`src/rtl/dnn_pkg.sv`:
```
// Shared constants and types for the DNN output streaming path.
package dnn_pkg;
  localparam int DW         = 32;
  localparam int AW         = 12;
  localparam int FIFO_DEPTH = 4;
  localparam int FIFO_PW    = 2;
  localparam int FIFO_CW    = 3;

  typedef enum logic [1:0] {IDLE, RUN, DRAIN} state_t;
endpackage

```
`src/rtl/dst_stream_if.sv`:
```
// Result-buffer read port plus AXI-stream-style output, bundled for dst_stream.
interface dst_stream_if #(
   parameter int DW = dnn_pkg::DW,
   parameter int AW = dnn_pkg::AW
);
   logic          rd_en;
   logic [AW-1:0] rd_addr;
   logic [DW-1:0] rd_data;
   logic          dst_valid;
   logic [DW-1:0] dst_data;
   logic          dst_last;
   logic          dst_ready;

   modport master (
      output rd_en, rd_addr, dst_valid, dst_data, dst_last,
      input  rd_data, dst_ready
   );
   modport slave (
      input  rd_en, rd_addr, dst_valid, dst_data, dst_last,
      output rd_data, dst_ready
   );
endinterface

```
`src/rtl/dst_fifo.sv`:
```
// 4-entry FIFO; the head word is presented combinationally on dout.
module dst_fifo
   import dnn_pkg::*;
#(
   parameter int W = DW
) (
   input  logic               clk,
   input  logic               rst,
   input  logic               push,
   input  logic               pop,
   input  logic [W-1:0]       din,
   output logic [W-1:0]       dout,
   output logic               full,
   output logic               empty,
   output logic [FIFO_CW-1:0] count
);
   logic [W-1:0]       mem [FIFO_DEPTH];
   logic [FIFO_PW-1:0] wptr, rptr;
   logic [FIFO_CW-1:0] cnt;
   logic               do_push, do_pop;

   assign do_push = push && !full;
   assign do_pop  = pop && !empty;

   // Storage is cleared on reset so the head (dst_data) reads zero.
   always_ff @(posedge clk or posedge rst) begin
      if (rst) begin
         wptr <= '0;
         rptr <= '0;
         cnt  <= '0;
         for (int i = 0; i < FIFO_DEPTH; i++) mem[i] <= '0;
      end else begin
         if (do_push) begin
            mem[wptr] <= din;
            wptr      <= wptr + 1'b1;
         end
         if (do_pop) rptr <= rptr + 1'b1;
         case ({do_push, do_pop})
            2'b10:   cnt <= cnt + 1'b1;
            2'b01:   cnt <= cnt - 1'b1;
            default: ;
         endcase
      end
   end

   assign full  = (cnt == FIFO_CW'(FIFO_DEPTH));
   assign empty = (cnt == '0);
   assign dout  = mem[rptr];
   assign count = cnt;
endmodule

```
`src/rtl/dst_stream.sv`:
```
// Streams ds result-buffer words out over a valid/ready port, with optional
// ReLU, through a 4-deep FIFO that absorbs the one-cycle read latency.
module dst_stream #(
   parameter int DW = dnn_pkg::DW,
   parameter int AW = dnn_pkg::AW
) (
   input  logic          clk,
   input  logic          rst,
   input  logic          start,
   input  logic [AW-1:0] ds,
   input  logic          relu,
   output logic          busy,
   output logic          done,
   dst_stream_if.master  bus
);
   import dnn_pkg::*;

   state_t                state;
   logic [AW-1:0]         ds_q, beat_cnt, rd_addr_q;
   logic                  relu_q, rd_en_q, ret_vld, done_q;
   logic [FIFO_CW-1:0]    occ;
   logic                  full, empty, hs, last_beat, can_issue;
   logic [DW-1:0]         wdata, head;
   logic [FIFO_CW:0]      pending;

   // Words committed to the FIFO: stored, returning this cycle, or being read.
   assign pending   = {1'b0, occ} + (FIFO_CW+1)'(rd_en_q) + (FIFO_CW+1)'(ret_vld);
   assign can_issue = (pending < (FIFO_CW+1)'(FIFO_DEPTH)) && !full;
   assign hs        = !empty && bus.dst_ready;
   assign last_beat = (beat_cnt == ds_q - 1'b1);
   assign wdata     = (relu_q && bus.rd_data[DW-1]) ? '0 : bus.rd_data;

   dst_fifo #(.W(DW)) u_fifo (
      .clk   (clk),
      .rst   (rst),
      .push  (ret_vld),
      .pop   (hs),
      .din   (wdata),
      .dout  (head),
      .full  (full),
      .empty (empty),
      .count (occ)
   );

   always_ff @(posedge clk or posedge rst) begin
      if (rst) begin
         state     <= IDLE;
         ds_q      <= '0;
         relu_q    <= 1'b0;
         beat_cnt  <= '0;
         rd_addr_q <= '0;
         rd_en_q   <= 1'b0;
         ret_vld   <= 1'b0;
         done_q    <= 1'b0;
      end else begin
         done_q  <= 1'b0;
         ret_vld <= rd_en_q;
         if (hs) beat_cnt <= beat_cnt + 1'b1;
         case (state)
            IDLE: begin
               rd_en_q <= 1'b0;
               if (start) begin
                  ds_q     <= ds;
                  relu_q   <= relu;
                  beat_cnt <= '0;
                  if (ds == '0) begin
                     done_q <= 1'b1;
                  end else begin
                     rd_en_q   <= 1'b1;
                     rd_addr_q <= '0;
                     state     <= (ds == AW'(1)) ? DRAIN : RUN;
                  end
               end
            end
            RUN: begin
               if (can_issue) begin
                  rd_en_q   <= 1'b1;
                  rd_addr_q <= rd_addr_q + 1'b1;
                  if (rd_addr_q + 1'b1 == ds_q - 1'b1) state <= DRAIN;
               end else begin
                  rd_en_q <= 1'b0;
               end
            end
            DRAIN: begin
               rd_en_q <= 1'b0;
               if (hs && last_beat) begin
                  state  <= IDLE;
                  done_q <= 1'b1;
               end
            end
            default: state <= IDLE;
         endcase
      end
   end

   assign busy          = (state != IDLE);
   assign done          = done_q;
   assign bus.rd_en     = rd_en_q;
   assign bus.rd_addr   = rd_addr_q;
   assign bus.dst_valid = !empty;
   assign bus.dst_data  = head;
   assign bus.dst_last  = !empty && last_beat;
endmodule

```
`src/flat_wrapper.sv`:
```
// flat-port wrapper written by rule: the top's interface ports become plain ports
module dst_stream_flat import dnn_pkg::*;
#(
   parameter int DW = dnn_pkg::DW,
   parameter int AW = dnn_pkg::AW
)
  (clk, rst, start, ds, relu, busy, done, bus_rd_en, bus_rd_addr, bus_dst_valid, bus_dst_data, bus_dst_last, bus_rd_data, bus_dst_ready);
  dst_stream_if #(.DW(DW), .AW(AW)) bus_i ();
  input  logic clk;
  input  logic rst;
  input  logic start;
  input  logic [AW-1:0] ds;
  input  logic relu;
  output logic busy;
  output logic done;
  output wire logic [$bits(bus_i.rd_en)-1:0] bus_rd_en;
  output wire logic [$bits(bus_i.rd_addr)-1:0] bus_rd_addr;
  output wire logic [$bits(bus_i.dst_valid)-1:0] bus_dst_valid;
  output wire logic [$bits(bus_i.dst_data)-1:0] bus_dst_data;
  output wire logic [$bits(bus_i.dst_last)-1:0] bus_dst_last;
  input wire logic [$bits(bus_i.rd_data)-1:0] bus_rd_data;
  input wire logic [$bits(bus_i.dst_ready)-1:0] bus_dst_ready;
  assign bus_rd_en = bus_i.rd_en;
  assign bus_rd_addr = bus_i.rd_addr;
  assign bus_dst_valid = bus_i.dst_valid;
  assign bus_dst_data = bus_i.dst_data;
  assign bus_dst_last = bus_i.dst_last;
  assign bus_i.rd_data = bus_rd_data;
  assign bus_i.dst_ready = bus_dst_ready;
  dst_stream #(.DW(DW), .AW(AW)) u_core (.clk(clk), .rst(rst), .start(start), .ds(ds), .relu(relu), .busy(busy), .done(done), .bus(bus_i));
endmodule
```
`config.mk`:
```
export PLATFORM = sky130hd
export DESIGN_NAME = dst_stream_flat
export DESIGN_NICKNAME = d
export VERILOG_FILES = /design/src/rtl/dnn_pkg.sv /design/src/rtl/dst_stream_if.sv /design/src/rtl/dst_fifo.sv /design/src/rtl/dst_stream.sv /design/src/flat_wrapper.sv
export SDC_FILE = /design/constraint.sdc
export NUM_CORES = 1
export LEC_CHECK = 0
export BUFFER_PORTS_ARGS = -buffer_cell sky130_fd_sc_hd__buf_2
export CAP_MARGIN = 10
export CORE_ASPECT_RATIO = 1.2
export CORE_MARGIN = 2
export CORE_UTILIZATION = 60
export CTS_BUF_LIST = sky130_fd_sc_hd__clkbuf_16
export DETAILED_ROUTE_END_ITERATION = 8
export PLACE_DENSITY = 0.81
export SYNTH_ARGS = -nofsm -noshare
export SYNTH_HDL_FRONTEND = slang
export SYNTH_HIERARCHICAL = 1
export SYNTH_SLANG_ARGS = --single-unit
```
`constraint.sdc`:
```
create_clock -name clk -period 16.1 [get_ports clk]
set_input_delay 4.83 -clock clk [delete_from_list [all_inputs] [get_ports clk]]
set_output_delay 4.83 -clock clk [all_outputs]
set_load 0.01 [all_outputs]
```
==> impl_results.html <==
<table>
<tr><th>Metric</th><th>Value</th></tr>
<tr><th colspan="2">Synth</th></tr>
<tr><td>Post-synthesis xor/xnor area fraction</td><td>5.56%</td></tr>
<tr><td>Leading post-synthesis cells by cell area</td><td>sky130_fd_sc_hd__dfrtp_1 49%, sky130_fd_sc_hd__mux2_2 16%, sky130_fd_sc_hd__mux4_2 8.0%, sky130_fd_sc_hd__xnor2_1 3.0%, sky130_fd_sc_hd__nand2_1 2.5%</td></tr>
<tr><td>Synthesized-area fraction occupied by ao, oa, aoi and oai cells</td><td>4.20%</td></tr>
<tr><td>Number of flip-flops and latches in the synthesized netlist</td><td>177</td></tr>
<tr><td>Post-synthesis area per instance</td><td>12.7 µm²</td></tr>
<tr><td>Fraction of registers with async set or reset after synthesis</td><td>100%</td></tr>
<tr><td>Main combinational cell family by area after synthesis</td><td>multiplexers</td></tr>
<tr><td>Number of synthesized flops with an enable pin</td><td>0</td></tr>
<tr><td>Sequential element share of the synthesized area</td><td>49.0%</td></tr>
<tr><td>Syn Inst Count</td><td>712</td></tr>
<tr><td>Simple-gate share of the synthesized area</td><td>10.9%</td></tr>
<tr><td>Synth Warn #</td><td>6</td></tr>
<tr><td>Most used standard cell by instance count after synthesis</td><td>sky130_fd_sc_hd__dfrtp_1</td></tr>
<tr><td>Distinct cell type count of the synthesized netlist</td><td>54</td></tr>
<tr><td>Commonest cells post-synth</td><td>177 x sky130_fd_sc_hd__dfrtp_1, 131 x sky130_fd_sc_hd__mux2_2, 60 x sky130_fd_sc_hd__nand2_1</td></tr>
<tr><td>Net count after synthesis</td><td>775</td></tr>
<tr><td>Post-synthesis share of cell area spent on full adders, half adders and majority gates</td><td>2.02%</td></tr>
<tr><td>Mapped cell area</td><td>9030 µm²</td></tr>
<tr><td>Post-synth top area share</td><td>49.0%</td></tr>
<tr><td>Yosys top cell by area</td><td>sky130_fd_sc_hd__dfrtp_1</td></tr>
<tr><td>Commonest register cell after synthesis</td><td>sky130_fd_sc_hd__dfrtp_1</td></tr>
<tr><td>Portion of netlist area occupied by mux cells</td><td>24.9%</td></tr>
<tr><th colspan="2">Clocking</th></tr>
<tr><td>Clock-pin slew of the registers on the worst-case setup and hold paths</td><td>0.07 ns</td></tr>
<tr><td>CTS H-tree depth</td><td>4</td></tr>
<tr><td>Clock insertion delay at the later pin of the skew report</td><td>0.43 ns</td></tr>
<tr><td>Clock tree from TritonCTS</td><td>yes</td></tr>
<tr><td>Resized cells post-CTS</td><td>0</td></tr>
<tr><td>Number of buffers added to fix hold violations after cts</td><td>0</td></tr>
<tr><td>Number of sinks driven by the clock tree</td><td>177</td></tr>
<tr><td>Number of buffers added by the clock tree synthesis step</td><td>17</td></tr>
<tr><td>Root buffer selected by CTS</td><td>sky130_fd_sc_hd__clkbuf_16</td></tr>
<tr><td>Number of buffers on the longest clock path</td><td>2</td></tr>
<tr><td>Post-CTS repair timing setup buffer count</td><td>0</td></tr>
<tr><th colspan="2">Floorplan</th></tr>
<tr><td>Initial Util</td><td>60.9%</td></tr>
<tr><td>Count of pins on the block boundary</td><td>98</td></tr>
<tr><td>Placeable Area</td><td>14800 µm²</td></tr>
<tr><td>Number of rows in the core area</td><td>49</td></tr>
<tr><td>Vert. Die Dim</td><td>138 µm</td></tr>
<tr><td>Die X</td><td>116 µm</td></tr>
<tr><td>Die ar.</td><td>16100 µm²</td></tr>
<tr><th colspan="2">Min path</th></tr>
<tr><td>Worst hold path class</td><td>flop to flop</td></tr>
<tr><th colspan="2">Placed design</th></tr>
<tr><td>RD Place Congestion</td><td>0.957</td></tr>
<tr><td>HPWL reported at the end of detailed placement</td><td>13000 µm</td></tr>
<tr><td>Post-placement cell area</td><td>9610 µm²</td></tr>
<tr><td>Port-buffer cells</td><td>97</td></tr>
<tr><th colspan="2">Global route</th></tr>
<tr><td>Remaining Overflow, GRT</td><td>0</td></tr>
<tr><td>Via count of the first global-routing pass</td><td>6530</td></tr>
<tr><td>GRT Resource Usage Total</td><td>25.9%</td></tr>
<tr><td>Number of antenna violations at the first check in global routing</td><td>0</td></tr>
<tr><td>Largest net degree at the start of global routing</td><td>87</td></tr>
<tr><td>First-pass GRT wire length</td><td>32400 µm</td></tr>
<tr><th colspan="2">Route</th></tr>
<tr><td>Met2 WL</td><td>10200 µm</td></tr>
<tr><td>Detailed-route DRC error count</td><td>0</td></tr>
<tr><td>DR iter-0 viols</td><td>390</td></tr>
<tr><td>M1 wire length</td><td>7900 µm</td></tr>
<tr><td>Post-detailed-route count of antenna-violating nets</td><td>0</td></tr>
<tr><td>Routed met3 length</td><td>783 µm</td></tr>
<tr><td>Total via count in the routed design</td><td>5977</td></tr>
<tr><td>Top Metal Used</td><td>met4</td></tr>
<tr><td>Mean routed wirelength per cell</td><td>19.1 µm</td></tr>
<tr><td>DRT Pass-1 Iters</td><td>5</td></tr>
<tr><td>Via density per instance</td><td>5.89</td></tr>
<tr><td>Overall routed net length</td><td>19400 µm</td></tr>
<tr><th colspan="2">Setup path</th></tr>
<tr><td>Sort of element at the start of the critical path</td><td>flop</td></tr>
<tr><td>Classification of the worst setup path</td><td>flop to output port</td></tr>
<tr><td>Slowest stage cell, crit path</td><td>sky130_fd_sc_hd__or4_4</td></tr>
<tr><td>Critical path peak fanout</td><td>6</td></tr>
<tr><td>Capturing element type of the critical path</td><td>output port</td></tr>
<tr><td>Arrival @ worst endpoint</td><td>3.31 ns</td></tr>
<tr><td>Required time of the worst setup path</td><td>11.27 ns</td></tr>
<tr><td>Critical Path Max Stage Delay</td><td>0.49 ns</td></tr>
<tr><td>Cell Chain, Critical Path</td><td>inv_1 &gt; ha_1 &gt; or3b_1 &gt; or3_4 &gt; mux2i_1 &gt; or3_1 &gt; or4_4 &gt; nor2_1 &gt; buf_2</td></tr>
<tr><th colspan="2">Pwr</th></tr>
<tr><td>Lkg Pwr</td><td>4.57 nW</td></tr>
<tr><td>Worst voltage drop across the vdd grid</td><td>91.2 µV</td></tr>
<tr><td>Share of total power in the clock network</td><td>19.9%</td></tr>
<tr><td>Switching part of the total</td><td>35.1%</td></tr>
<tr><td>Power dissipated by switching net loads</td><td>0.741 mW</td></tr>
<tr><td>Relative contribution of sequential cells to total power</td><td>37.1%</td></tr>
<tr><td>Total power density per cell area</td><td>206 nW/µm²</td></tr>
<tr><td>Logic pwr share</td><td>43.0%</td></tr>
<tr><td>Cell-internal power</td><td>1.37 mW</td></tr>
<tr><th colspan="2">Timing</th></tr>
<tr><td>Setup repair after global routing missed its margin</td><td>no</td></tr>
<tr><td>Final Hold Fails</td><td>0</td></tr>
<tr><td>Minimum clock period after layout</td><td>8.14 ns</td></tr>
<tr><td>Least-Margin Pin Slew</td><td>1.14 ns</td></tr>
<tr><td>Final-report max-slew violation count</td><td>0</td></tr>
<tr><td>Layout Skew</td><td>0.0130 ns</td></tr>
<tr><td>Highest clock rate</td><td>123 MHz</td></tr>
<tr><td>Final setup viols</td><td>0</td></tr>
<tr><td>Sum Neg Setup Slack</td><td>0 ns</td></tr>
<tr><td>Period Utilization, post-route</td><td>50.6%</td></tr>
<tr><td>Worst slew margin relative to its limit</td><td>23.9%</td></tr>
<tr><th colspan="2">Cells and area</th></tr>
<tr><td>Layout cell share with drive strength beyond 1</td><td>38.2%</td></tr>
<tr><td>Finished layout cell area</td><td>10200 µm²</td></tr>
<tr><td>Number of antenna diodes</td><td>0</td></tr>
<tr><td>Layout overhead on the synthesized area</td><td>13.1%</td></tr>
<tr><td>Layout Nets</td><td>861</td></tr>
<tr><th colspan="2">Status</th></tr>
<tr><td>Status</td><td>finished, final reports clean</td></tr>
<tr><th colspan="2">Job</th></tr>
<tr><td>Max-cap violation count</td><td>0</td></tr>
</table>
[critical path: cells and delay by family (launching register included)]
family | cells | cell delay [ns]
and+or+nand+nor | 5 | 1.81
muxes | 1 | 0.13
adders and majority gates | 1 | 0.23
DFF | 1 | 0.46
buffers and inverters | 2 | 0.27
[flip-flops by register name, indices dropped and copies added (netlist names)]
| register | count |
|---|---|
| u_core/u_fifo/wptr | 2 |
| u_core/ret_vld | 1 |
| u_core/bus.rd_addr | 12 |
| u_core/u_fifo/mem | 128 |
| u_core/u_fifo/rptr | 2 |
| u_core/done | 1 |
| u_core/u_fifo/count | 3 |
| u_core/bus.rd_en | 1 |
| u_core/state | 2 |
| u_core/beat_cnt | 12 |
| u_core/ds_q | 12 |
| u_core/relu_q | 1 |
[per-stage QoR]
stage	worst slack (ns)	util [%]	power [mW]	std cells	hold WS [ns]
floorplan	7.66	-	1.45	712	0.454
global placement	8.46	64.8	1.63	983	0.416
detailed placement	8.39	64.8	1.69	983	0.427
CTS	7.92	68.8	2.12	1015	0.440
global route	7.80	68.8	2.24	1015	0.463
finish	7.96	68.8	2.11	1015	0.434
[logic make-up (layout without fill, tap and decap cells)]
logic type | count (synthesis) | in the layout
buf+inv | 55 | 154
simple gates | 190 | 190
compound gates | 57 | 57
mux | 168 | 168
flops | 177 | 177
fa+ha+maj | 14 | 14
xor+xnor | 51 | 51
[cells in the final DEF (no fill, tap or decap), drive strengths merged, types with 3 or more instances in the layout]
master  netlist  final
a21o          3      3
a21oi         7      7
a311oi        4      4
and2         34     34
and3          5      5
buf          19    101
bufinv        0      3
clkbuf       15     17
clkinv        0      4
dfrtp       177    177
ha           13     13
inv          21     27
mux2        132    132
mux2i         4      4
mux4         32     32
nand2        60     60
nand2b        5      5
nand3        15     15
nand4         6      6
nor2         34     34
nor2b         3      3
nor3          7      7
nor4          5      5
o21ai        22     22
o31a          4      4
o31ai         7      7
or3           6      6
or4           3      3
xnor2        31     31
xnor3         4      4
xor2         16     16
[area by class of cell]
| type | count | area [µm²] |
|---|---|---|
| clock buffers | 17 | 425 |
| inverters | 21 | 81.3 |
| fillers | 1037 | 4620 |
| flip-flops and latches | 177 | 4430 |
| clock inverters | 15 | 181 |
| repair buffers | 101 | 515 |
| multi-input cells | 480 | 4330 |
| well taps | 204 | 255 |
[power by group through the flow]
stage | clock network [mW] | logic (mW) | registers [mW]
final | 0.420 | 0.907 | 0.781
after global routing | 0.448 | 0.985 | 0.807
after CTS | 0.428 | 0.915 | 0.780
after detailed placement | 0 | 0.907 | 0.786
after global placement | 0 | 0.871 | 0.761
after floorplan | 0 | 0.722 | 0.726
[routing by layer]
layer	GRT usage, %	vias to the layer above
met2	45.1	158
met5	0	-
li1	-	2712
met1	31.3	3068
met4	10.2	0
met3	5.39	39
[final timing paths]
path	start	end	slack, ns	cells after the start
max	u_core/ds_q[0]	bus_dst_last	7.96	9
min	u_core/bus.rd_en	u_core/ret_vld	0.43	0
max reg2reg	u_core/ds_q[0]	u_core/state[0]	12.35	10
min reg2reg	u_core/bus.rd_en	u_core/ret_vld	0.43	0
max in group asynchronous	rst	u_core/u_fifo/rptr[0]	10.08	3
min in group asynchronous	rst	u_core/u_fifo/mem[110]	4.49	2
Power figures use the tool's default switching activity.
